$ cat src/rtl/serial_adder_ctrl.sv
// -----------------------------------------------------------------------------
// serial_adder_ctrl
//
// Bit-serial adder sequencer. It sits directly upstream of an external
// single-bit full-adder cell and drives one bit pair plus the running carry
// per clock, LSB first. It collects the cell's sum and carry and returns a
// WIDTH-bit sum and a carry-out.
//
// Handshake: start is sampled only in IDLE. An accepted start moves the block
// to RUN, where busy=1. After WIDTH bit cycles the block enters DONE for
// exactly one cycle, with done=1 and busy=1, and then returns to IDLE.
// A start seen while busy is dropped and is not queued. sum/cout/ovf change
// only on the completion edge and hold their value otherwise.
//
// Optional feature: define OVERFLOW_DETECT_EN to compute the signed
// two's-complement overflow flag on ovf. When the macro is not defined,
// ovf is tied to 0 and no flop is built for it.
//
// Ports
//   clk       in   1      rising-edge clock
//   rst       in   1      synchronous reset, active-high
//   start     in   1      operation request (sampled in IDLE)
//   a, b      in   WIDTH  operands, captured on accept
//   cin       in   1      carry-in, captured on accept
//   fa_a      out  1      operand A bit to full-adder cell
//   fa_b      out  1      operand B bit to full-adder cell
//   fa_c      out  1      running carry to full-adder cell
//   fa_sum    in   1      full-adder sum (combinational return)
//   fa_carry  in   1      full-adder carry (combinational return)
//   busy      out  1      high in RUN and DONE
//   done      out  1      one-cycle completion pulse
//   sum       out  WIDTH  result, held between completions
//   cout      out  1      final carry, held between completions
//   ovf       out  1      signed overflow (0 unless OVERFLOW_DETECT_EN)
// -----------------------------------------------------------------------------
module serial_adder_ctrl #(
    parameter int WIDTH = 8
) (
    input  logic             clk,
    input  logic             rst,
    input  logic             start,
    input  logic [WIDTH-1:0] a,
    input  logic [WIDTH-1:0] b,
    input  logic             cin,
    output logic             fa_a,
    output logic             fa_b,
    output logic             fa_c,
    input  logic             fa_sum,
    input  logic             fa_carry,
    output logic             busy,
    output logic             done,
    output logic [WIDTH-1:0] sum,
    output logic             cout,
    output logic             ovf
);

    localparam int                CNT_W = $clog2(WIDTH);
    localparam logic [CNT_W-1:0] LAST  = CNT_W'(WIDTH - 1);

    typedef enum logic [1:0] {
        IDLE = 2'd0,
        RUN  = 2'd1,
        DONE = 2'd2
    } state_t;

    state_t           state;
    state_t           state_n;
    logic [WIDTH-1:0] a_sr;
    logic [WIDTH-1:0] b_sr;
    logic [WIDTH-1:0] psum;
    logic             c_q;
    logic [CNT_W-1:0] cnt;
    logic             busy_q;
    logic             done_q;
    logic [WIDTH-1:0] sum_q;
    logic             cout_q;
    logic             last_bit;

    assign last_bit = (state == RUN) && (cnt == LAST);

    // State register
    always_ff @(posedge clk) begin
        if (rst) begin
            state <= IDLE;
        end else begin
            state <= state_n;
        end
    end

    // Next state and full-adder cell drive. The cell inputs come only from
    // registers, so there is no combinational path from a/b/cin.
    always_comb begin
        state_n = state;
        fa_a    = 1'b0;
        fa_b    = 1'b0;
        fa_c    = 1'b0;
        case (state)
            IDLE: begin
                if (start) begin
                    state_n = RUN;
                end
            end
            RUN: begin
                fa_a = a_sr[0];
                fa_b = b_sr[0];
                fa_c = c_q;
                if (cnt == LAST) begin
                    state_n = DONE;
                end
            end
            DONE: begin
                state_n = IDLE;
            end
            default: begin
                state_n = IDLE;
            end
        endcase
    end

    // Datapath: operand shifters, partial sum, running carry, bit counter
    always_ff @(posedge clk) begin
        if (rst) begin
            a_sr   <= '0;
            b_sr   <= '0;
            psum   <= '0;
            c_q    <= 1'b0;
            cnt    <= '0;
            sum_q  <= '0;
            cout_q <= 1'b0;
        end else begin
            case (state)
                IDLE: begin
                    if (start) begin
                        a_sr <= a;
                        b_sr <= b;
                        c_q  <= cin;
                        cnt  <= '0;
                        psum <= '0;
                    end
                end
                RUN: begin
                    a_sr <= a_sr >> 1;
                    b_sr <= b_sr >> 1;
                    psum <= {fa_sum, psum[WIDTH-1:1]};
                    c_q  <= fa_carry;
                    // Park the counter at 0 on the last bit so it never holds
                    // a value outside 0..WIDTH-1 for non-power-of-two widths.
                    cnt  <= (cnt == LAST) ? '0 : cnt + 1'b1;
                    if (cnt == LAST) begin
                        sum_q  <= {fa_sum, psum[WIDTH-1:1]};
                        cout_q <= fa_carry;
                    end
                end
                default: begin
                end
            endcase
        end
    end

    // busy/done are registered from the next state so that they line up with
    // the state they describe.
    always_ff @(posedge clk) begin
        if (rst) begin
            busy_q <= 1'b0;
            done_q <= 1'b0;
        end else begin
            busy_q <= (state_n != IDLE);
            done_q <= (state_n == DONE);
        end
    end

`ifdef OVERFLOW_DETECT_EN
    logic ovf_q;

    // While the MSB is in the cell, c_q is the carry into the MSB and
    // fa_carry is the carry out of it. They differ exactly on signed overflow.
    always_ff @(posedge clk) begin
        if (rst) begin
            ovf_q <= 1'b0;
        end else if (last_bit) begin
            ovf_q <= c_q ^ fa_carry;
        end
    end

    assign ovf = ovf_q;
`else
    assign ovf = 1'b0;
`endif

    assign busy = busy_q;
    assign done = done_q;
    assign sum  = sum_q;
    assign cout = cout_q;

endmodule

$ cat config.mk
export PLATFORM = sky130hd
export DESIGN_NAME = serial_adder_ctrl
export DESIGN_NICKNAME = d
export VERILOG_FILES = /design/src/rtl/serial_adder_ctrl.sv
export SDC_FILE = /design/constraint.sdc
export NUM_CORES = 1
export LEC_CHECK = 0
export CORE_MARGIN = 2
export CORE_UTILIZATION = 45
export DETAILED_ROUTE_END_ITERATION = 8
export PLACE_DENSITY = 0.81
export SYNTH_ARGS = -nofsm -noshare
export SYNTH_HDL_FRONTEND = slang
export SYNTH_SLANG_ARGS = --single-unit
export TNS_END_PERCENT = 50
$ cat constraint.sdc
create_clock -name clk -period 3.65 [get_ports clk]
set_input_delay 0.5475 -clock clk [delete_from_list [all_inputs] [get_ports clk]]
set_output_delay 0.5475 -clock clk [all_outputs]
set_load 0.05 [all_outputs]
==> flow_summary.ini <==
[clocking]
post_cts_resized = 0
clkLatencyLatePin_ps = 340
ctsHtreeMaxLevel = 2
numCtsBuffers = 5
clock-sinks = 40
cts_tree = done
postCtsSetupRepairBufs = 0
cts-hold-fix-buffers = 0
clock-root-buffer = clkbuf_4
clockBufferDepth = 2
clk_pin_slew_ps = 120

[run]
max-cap-violations = 0

[placed_design]
dpl.hpwl_microns = 2172
io_buffers = 35
gp_congestion = 0.7478

[routing]
ant_nets = 0
drt_iter0_drc = 60
via_count = 1285
drc = 0
drt-total-wl_microns = 3221
wl_per_cell_microns = 13.20
drt-pass1-iter-count = 4
routed_via_density = 5.266

[sta]
worst_slew_pin_slew_ps = 995.9
maxSlewHeadroom_pct = 33.47
min_period_ps = 2968
rsz0062_at_grt = no
fmax_ghz = 0.3370
finalHoldViolCount = 0
clock-skew-final_ps = 5.949
slew_viol_final = 0
tns_ps = 0
finalCritPeriodShare_pct = 81.30
setup_viol = 0

[setup_path]
cp_max_fo = 23
cp_slowest_cell = clkdlybuf4s50_1
critPathLaunch = state[0]
critPathBufInv = 2
timing.rr.start = state[0]
crit_chain = buf_4 -> and2b_1 -> and2_1 -> clkdlybuf4s50_1
crit_cells = 4
rr_worst_depth = 4
timing.rr.end = b_sr[7]
cp.arrival_ps = 2420
cp.required_ps = 3100
cp_top_family = buffers and inverters
critPathLaunchType = register
endpoint_kind = output pin
crit_end = fa_a
reg2reg_slack_ps = 1890
path_class = register to output pin
critPathMaxStageDelay_ps = 800

[global_routing]
grt_pass1_wl_microns = 5775
grt_max_degree = 30
grt_pass1_vias = 1318
antenna_found_initial = 0
grt-ovfl-total = 0
grt_use_total_pct = 18.02

[power_and_ir_drop]
peakVddDrop_mv = 0.3539
power_mw = 0.9324
p_per_area_mw_per_mm2 = 452.2
p_leak_nw = 0.7624

[layout]
multi_input_area_sq_um = 740.7
fin_nets = 222
drive_gt1_share_pct = 10.10
final_core_utilization_pct = 60.37
num_antenna_cells = 0
fillers = 296
regArea_sq_um = 800.8
syn_to_final_growth_pct = 25.51

[yosys]
synthesis.area_sq_mm = 0.001643
syn_nets = 192
synth.avg_cell_area_sq_um = 9.779
netlist_instances = 168
ys_seq_area_share_pct = 48.74
ys_ff_latch = 40
synth_cell_type_count = 24
ys.warnings.count = 0

[min_path]
min_path_type = register to register

[die]
die_width_microns = 64.42
num_rows = 21
io-pin-count = 37
initial_utilization_pct = 48.10
coreArea_sq_mm = 0.003416
dieArea_sq_mm = 0.004150
fp.dieH_microns = 64.42

[run_status]
outcome = complete, no violations
-- layout by cell type (no fill, tap or decap) --
cell type	instances
dfxtp_1	40
nand2_1	18
a211oi_2	10
nor4_1	1
ha_1	2
a22oi_1	12
and3b_1	1
o21ba_2	1
nor2_1	31
nor3b_1	2
mux2i_1	14
clkdlybuf4s50_1	35
a211oi_1	5
buf_4	2
a21oi_1	9
and2b_1	1
clkbuf_4	5
conb_1	1
nor4b_1	1
nand3b_1	1
and2_1	3
o21bai_1	1
bufinv_16	2
-- per-stage QoR --
stage / hold WS [ps] / area, sq um / worst slack, ps / instances
finish: 463.4 / 2062 / 682.5 / 244
global route: 493.4 / 2062 / 485.5 / 244
CTS: 467.8 / 2062 / 659.1 / 244
detailed placement: 450.9 / 1964 / 1063 / 237
global placement: 444.2 / 1964 / 1100 / 237
floorplan: 431.6 / 1643 / 1922 / 168
-- synth_stat cells (all sizes together) --
master	instances	share of area [%]
and2b	1	0.46
a21oi	9	2.7
mux2i	14	8.5
a211oi	15	9.9
nand2	18	4.1
and2	3	1.1
nor4b	1	0.53
buf	10	5.3
o21bai	1	0.46
o21ba	1	0.61
conb	1	0.23
nor2	31	7.1
a22oi	12	5.5
nor3b	2	0.91
nor4	1	0.38
and3b	1	0.53
nand3b	1	0.46
dfxtp	40	49
ha	2	1.5
clkbuf	4	0.91
-- layout make-up --
| cell class | count | share of cell area (%) |
|---|---|---|
| clock buffers | 5 | 1.820 |
| clock inverters | 2 | 2.913 |
| multi-input cells | 114 | 35.92 |
| flip-flops and latches | 40 | 38.83 |
| well taps | 46 | 2.791 |
| repair buffers | 37 | 17.72 |
-- power breakdown --
part	internal (mW)	leakage [nW]	switching, mW	total (mW)
sequential	0.456	0.327	0.00992	0.466
combinational	0.0530	0.384	0.0601	0.113
clock	0.210	0.0513	0.144	0.354
-- worst min-delay path: cells and delay by family (launching register included) --
family          cells  cell delay, ps
compound gates      1              50
flops               1             330
simple gates        1              50
-- state kept, by name, summed over array words and instances, names as in the netlist --
signal  cells
a_sr        8
b_sr        8
sum         8
psum        7
cnt         3
state       2
busy        1
c_q         1
cout        1
done        1
-- how the worst min path moves through the flow --
stage | startpoint | to | depth (start not counted)
2_1_floorplan | psum[1] | sum[0] | 2
3_3_place_gp | sum[7] | sum[7] | 2
3_5_place_dp | sum[7] | sum[7] | 2
4_1_cts | sum[7] | sum[7] | 2
5_1_grt | sum[2] | sum[2] | 2
6_report | sum[7] | sum[7] | 2
-- layer usage --
layer | vias up | global-route usage [%] | share of wire (%)
met5 | - | 0 | 0
met3 | 10 | 3.819 | 4.5
met2 | 33 | 30.60 | 48
li1 | 640 | - | -
met1 | 602 | 20.53 | 44
met4 | 0 | 11.44 | 3.2
-- logic make-up (layout without fill, tap and decap cells) --
logic type / after synthesis / count (layout) / share of synthesized area (%)
buffers and inverters: 14 / 44 / 6.168
adders and majority gates: 2 / 2 / 1.523
and+or+nand+nor: 59 / 59 / 15.61
muxes: 14 / 14 / 8.530
AOI/OAI and AO/OA: 38 / 38 / 19.19
DFF: 40 / 40 / 48.74
other: 1 / 1 / 0.2283
No activity file was read; power rests on OpenSTA's default activity.
